### config.mk
export PLATFORM = sky130hd
export DESIGN_NAME = detect_scheduler
export DESIGN_NICKNAME = d
export VERILOG_FILES = /design/src/rtl/detect_scheduler.sv
export SDC_FILE = /design/constraint.sdc
export NUM_CORES = 1
export LEC_CHECK = 0
export BUFFER_PORTS_ARGS = -buffer_cell sky130_fd_sc_hd__buf_2
export CORE_UTILIZATION = 60
export CTS_BUF_LIST = sky130_fd_sc_hd__clkbuf_4
export DETAILED_ROUTE_END_ITERATION = 10
export GPL_TIMING_DRIVEN = 1
export PLACE_DENSITY = 0.87
export SYNTH_ARGS = -nofsm -noshare
export SYNTH_HDL_FRONTEND = slang
export SYNTH_SLANG_ARGS = --single-unit
export TNS_END_PERCENT = 50
### constraint.sdc
create_clock -name clk -period 4.75 [get_ports clk]
set_input_delay 1.425 -clock clk [delete_from_list [all_inputs] [get_ports clk]]
set_output_delay 1.425 -clock clk [all_outputs]
set_load 0.1 [all_outputs]
### src/rtl/detect_scheduler.sv
// Round-robin front end sharing one serial Moore "1101" detector between two
// requesters: latches a word, clears the detector, shifts MSB-first, counts hits.
//
// Ports:
//   clk, reset        clock; asynchronous active-low reset
//   req0/req1         requests, held until the matching ack
//   data0/data1       W-bit words, sampled at grant
//   ack0/ack1         one-cycle done pulses
//   det_x, det_rst_n  serial bit and active-low reset to the detector
//   det_y             detector found output (Moore, one cycle behind det_x)
//   hits, hit_flag    found count of the last completed word, and hits != 0
//   owner, busy       current/last grantee; FSM not idle
module detect_scheduler #(
  parameter int W  = 8,
  parameter int CW = 4
) (
  input  logic          clk,
  input  logic          reset,
  input  logic          req0,
  input  logic [W-1:0]  data0,
  output logic          ack0,
  input  logic          req1,
  input  logic [W-1:0]  data1,
  output logic          ack1,
  output logic          det_x,
  output logic          det_rst_n,
  input  logic          det_y,
  output logic [CW-1:0] hits,
  output logic          hit_flag,
  output logic          owner,
  output logic          busy
);

  localparam int BW = $clog2(W);

  typedef enum logic [2:0] {
    IDLE,
    CLR,
    SHIFT,
    DRAIN,
    DONE
  } state_t;

  state_t        state, state_n;
  logic [W-1:0]  shreg, shreg_n;
  logic [BW-1:0] bitcnt, bitcnt_n;
  logic [CW-1:0] cnt, cnt_n;
  logic          last_grant, last_n;
  logic          grant;

  logic          ack0_n, ack1_n;
  logic          det_x_n, det_rst_n_n;
  logic [CW-1:0] hits_n;
  logic          flag_n, owner_n, busy_n;

  function automatic logic [CW-1:0] sat_inc(
    input logic [CW-1:0] c,
    input logic          y
  );
    return (y && (c != {CW{1'b1}})) ? c + CW'(1) : c;
  endfunction

  // Contended grant goes to whoever did not win last time.
  always_comb begin
    grant = 1'b0;
    unique case (1'b1)
      req0 && req1:  grant = ~last_grant;
      !req0 && req1: grant = 1'b1;
      default:       grant = 1'b0;
    endcase
  end

  // Outputs are registered, so each branch computes
  // the values seen during the *next* state.
  always_comb begin
    state_n     = state;
    shreg_n     = shreg;
    bitcnt_n    = bitcnt;
    cnt_n       = cnt;
    last_n      = last_grant;
    owner_n     = owner;
    hits_n      = hits;
    flag_n      = hit_flag;
    ack0_n      = 1'b0;
    ack1_n      = 1'b0;
    det_x_n     = 1'b0;
    det_rst_n_n = 1'b1;
    unique case (state)
      IDLE: begin
        if (req0 || req1) begin
          state_n     = CLR;
          shreg_n     = grant ? data1 : data0;
          owner_n     = grant;
          last_n      = grant;
          det_rst_n_n = 1'b0;
        end
      end
      CLR: begin
        state_n  = SHIFT;
        cnt_n    = '0;
        bitcnt_n = '0;
        det_x_n  = shreg[W-1];
        shreg_n  = shreg << 1;
      end
      SHIFT: begin
        // At bitcnt 0 det_y still shows the cleared detector.
        if (bitcnt != '0) cnt_n = sat_inc(cnt, det_y);
        if (bitcnt == BW'(W-1)) begin
          state_n = DRAIN;
        end else begin
          bitcnt_n = bitcnt + BW'(1);
          det_x_n  = shreg[W-1];
          shreg_n  = shreg << 1;
        end
      end
      DRAIN: begin
        // det_y now reflects the last bit of the word.
        cnt_n   = sat_inc(cnt, det_y);
        state_n = DONE;
        hits_n  = cnt_n;
        flag_n  = (cnt_n != '0);
        ack0_n  = ~owner;
        ack1_n  = owner;
      end
      DONE: begin
        state_n = IDLE;
      end
      default: begin
        state_n = IDLE;
      end
    endcase
    busy_n = (state_n != IDLE);
  end

  always_ff @(posedge clk or negedge reset) begin
    if (!reset) begin
      state      <= IDLE;
      shreg      <= '0;
      bitcnt     <= '0;
      cnt        <= '0;
      last_grant <= 1'b1;
      ack0       <= 1'b0;
      ack1       <= 1'b0;
      det_x      <= 1'b0;
      det_rst_n  <= 1'b0;
      hits       <= '0;
      hit_flag   <= 1'b0;
      owner      <= 1'b0;
      busy       <= 1'b0;
    end else begin
      state      <= state_n;
      shreg      <= shreg_n;
      bitcnt     <= bitcnt_n;
      cnt        <= cnt_n;
      last_grant <= last_n;
      ack0       <= ack0_n;
      ack1       <= ack1_n;
      det_x      <= det_x_n;
      det_rst_n  <= det_rst_n_n;
      hits       <= hits_n;
      hit_flag   <= flag_n;
      owner      <= owner_n;
      busy       <= busy_n;
    end
  end

endmodule
==> reports/metrics.yaml <==
placed_design:
  port_buffers: 31
  placedCellCount: 194
  dp_hpwl_microns: 2150
  place_congestion: 0.726
synth:
  ys_types: 39
  synth_nets: 166
  syn_area_sq_mm: 0.00151
  synthArstFlopShare: 1.00
  synth_area_leader_cell: "dfrtp_1"
  synth_flop_cell: "dfrtp_1"
  synth_edf_count: 0
  ys_seq_area_frac: 0.497
  avgSynthCellArea_sq_um: 10.7
  synth_top_area_share: 0.480
  yosysWarnings: 0
  ys_ff_latch: 30
  netlist_instances: 141
  synth_area_leaders: "dfrtp_1, mux2i_1, mux2_2"
timing:
  fmax_ghz: 0.382
  setup_viol: 0
  fin_setup_tns_ns: 0
  period_share: 0.551
  hold_violations: 0
  holdWs_ns: 0.490
  period_minus_slack_ns: 2.62
  slew_headroom: 0.553
  tightestPinTransition_ns: 0.671
  rsz0062_at_grt: "false"
  slew_viol_final: 0
  finClkSkew_ns: 0.00512
die:
  chipHeight_microns: 52.2
  placementRows: 17
  core_sq_mm: 0.00230
  die_x_microns: 52.2
  initial_core_util: 0.658
  io-pin-count: 32
  dieArea_sq_mm: 0.00273
clock_tree:
  tritoncts: "built"
  cts_max_level: 2
  worstSkewPairLatency_ns: 0.32
  cts_made_buffers: 5
  clockRootBuffer: "clkbuf_4"
  clock_path_buffers: 2
  cts_setup_buffers: 0
  clk_pin_slew_ns: 0.10
  ctsResizeCount: 0
  clkSinkCount: 30
  hold_buffers: 0
routing:
  num_vias: 1155
  routed_wl_microns: 3010
  drt_iter0_drc: 23
  postRouteAntennaNets: 0
  drt-vias-per-instance: 5.72
  dr.pass1.iters: 4
  wire_per_inst_microns: 14.9
  drc: 0
worst_setup_path:
  r2r-start: "bitcnt[0]"
  criticalPathCategory: "reg -> out"
  ff2ff_path_depth: 5
  r2r_end: "shreg[0]"
  worstPathCellList: "buf_2"
  worstPathMaxFanout: 4
  cp-start-kind: "register"
  cp.required_ns: 3.32
  slowest_delay_ns: 0.45
  cpMaxStageDelayCell: "buf_2"
  reg2reg_setup_slack_ns: 2.78
  arrival_ns: 1.19
  critPathCaptureType: "output port"
  critical_path.top_delay_family: "buffers and inverters"
  worst-path-buf-inv: 1
pwr:
  netSwitchingFraction: 0.503
  seqPwrFrac: 0.341
  combPwrFrac: 0.515
  p_int_uw: 684
  p_total_uw: 1380
  clkPwrFrac: 0.144
  power_switching_uw: 692
  powerDensity_mw_per_mm2: 789
  cellLeakagePower_uw: 0.000856
  irDropWorstVdd_v: 0.000569
min_path:
  hold_class: "reg -> reg"
  hold_depth: 2
  hp-start: "hits[0]"
  hold-path-endpoint: "hits[0]"
cells_and_area:
  antennaDiodeCount: 0
  fillCellCount: 165
  syn_to_final_growth_pct: 15.3
  fin_util: 0.759
  drive_above_1_share: 0.310
  final_cell_count_no_fill: 202
  final_nets: 198
global_routing:
  grt_max_degree: 31
  antenna_found_initial: 0
  gr-total-overflow: 0
  track_usage: 0.255
  grt_pass1_wl_microns: 4840
  grt_pass1_vias: 1109
run_status:
  status: "complete, no violations"
job:
  maxCapViolations: 0
[synthesized netlist by cell type (2+ instances only)]
library cell,n
dfrtp_1,29
nand2_1,16
o21ai_0,14
mux2i_1,12
mux2_2,7
nor2_1,7
a21oi_1,5
o21ai_1,5
ha_1,4
inv_1,3
nand2b_1,3
o2bb2ai_1,3
a31oi_1,2
and3_1,2
clkbuf_1,2
nor2b_1,2
nor3_1,2
o21ai_2,2
[stage by stage]
stage | area [sq um] | setup slack (ns)
after floorplan | 1510 | 2.25
after global placement | 1670 | 2.14
after detailed placement | 1670 | 2.08
after CTS | 1740 | 2.13
after global routing | 1740 | 2.09
final | 1740 | 2.13
[how the worst max path moves through the flow]
stage                           to  startpoint  cells after the start
after floorplan           shreg[2]        req0                      5
after detailed placement  shreg[4]        req1                      5
after global routing         owner       owner                      1
after global placement    shreg[0]        req0                      4
final                        owner       owner                      1
after CTS                    owner       owner                      1
[final cells by class]
class,instances,area [sq um],area share
tap,28,35.0,0.0201
inverter,3,11.3,0.00646
timing repair buffer,31,155,0.0890
clock inverter,3,40.0,0.0230
sequential,30,752,0.431
clock buffer,5,37.5,0.0215
multi-input combinational,102,713,0.409
[registers in the layout (all words and copies together), names as in the netlist, 3 cells and up]
register / count
bitcnt: 3
cnt: 4
hits: 4
shreg: 8
state: 3
[logic make-up after synthesis]
kind of cell             synth area share
AND/OR/NAND/NOR                     0.144
AO/OA/AOI/OAI                       0.151
flip-flops                          0.497
multiplexers                        0.132
buffers and inverters              0.0314
adder cells (fa/ha/maj)            0.0331
XOR/XNOR                           0.0116
[routing by layer]
metal,wire (microns),GRT usage,vias to the layer above
li1,-,-,565
met4,4,0.0746,0
met2,1610,0.459,41
met3,128,0.0783,2
met5,0,0,-
met1,1260,0.289,547
[power groups by stage]
| stage | registers (uW) | logic (uW) | clock network, uW |
|---|---|---|---|
| finish | 469 | 708 | 199 |
| global route | 484 | 763 | 213 |
| CTS | 468 | 714 | 201 |
| detailed placement | 472 | 709 | 0 |
| global placement | 462 | 684 | 0 |
| floorplan | 674 | 390 | 0 |
[cell usage in the layout (no fill, tap or decap), drive strengths merged]
| cell type | instances |
|---|---|
| buf | 31 |
| dfrtp | 29 |
| o21ai | 21 |
| nand2 | 17 |
| mux2i | 12 |
| nor2 | 8 |
| mux2 | 7 |
| a21oi | 5 |
| clkbuf | 5 |
| ha | 4 |
| inv | 3 |
| nand2b | 3 |
| o2bb2ai | 3 |
| nor3 | 2 |
| and3 | 2 |
| a31oi | 2 |
| nor2b | 2 |
| clkinv | 2 |
| nor3b | 1 |
| and2b | 1 |
| xnor2 | 1 |
| nor4 | 1 |
| o21a | 1 |
| or3 | 1 |
| a21boi | 1 |
| o31ai | 1 |
| nand3 | 1 |
| xor2 | 1 |
| nand4 | 1 |
| a32o | 1 |
| or2 | 1 |
| a2bb2oi | 1 |
| bufinv | 1 |
| dfstp | 1 |
(Power assumes the default switching activity.)
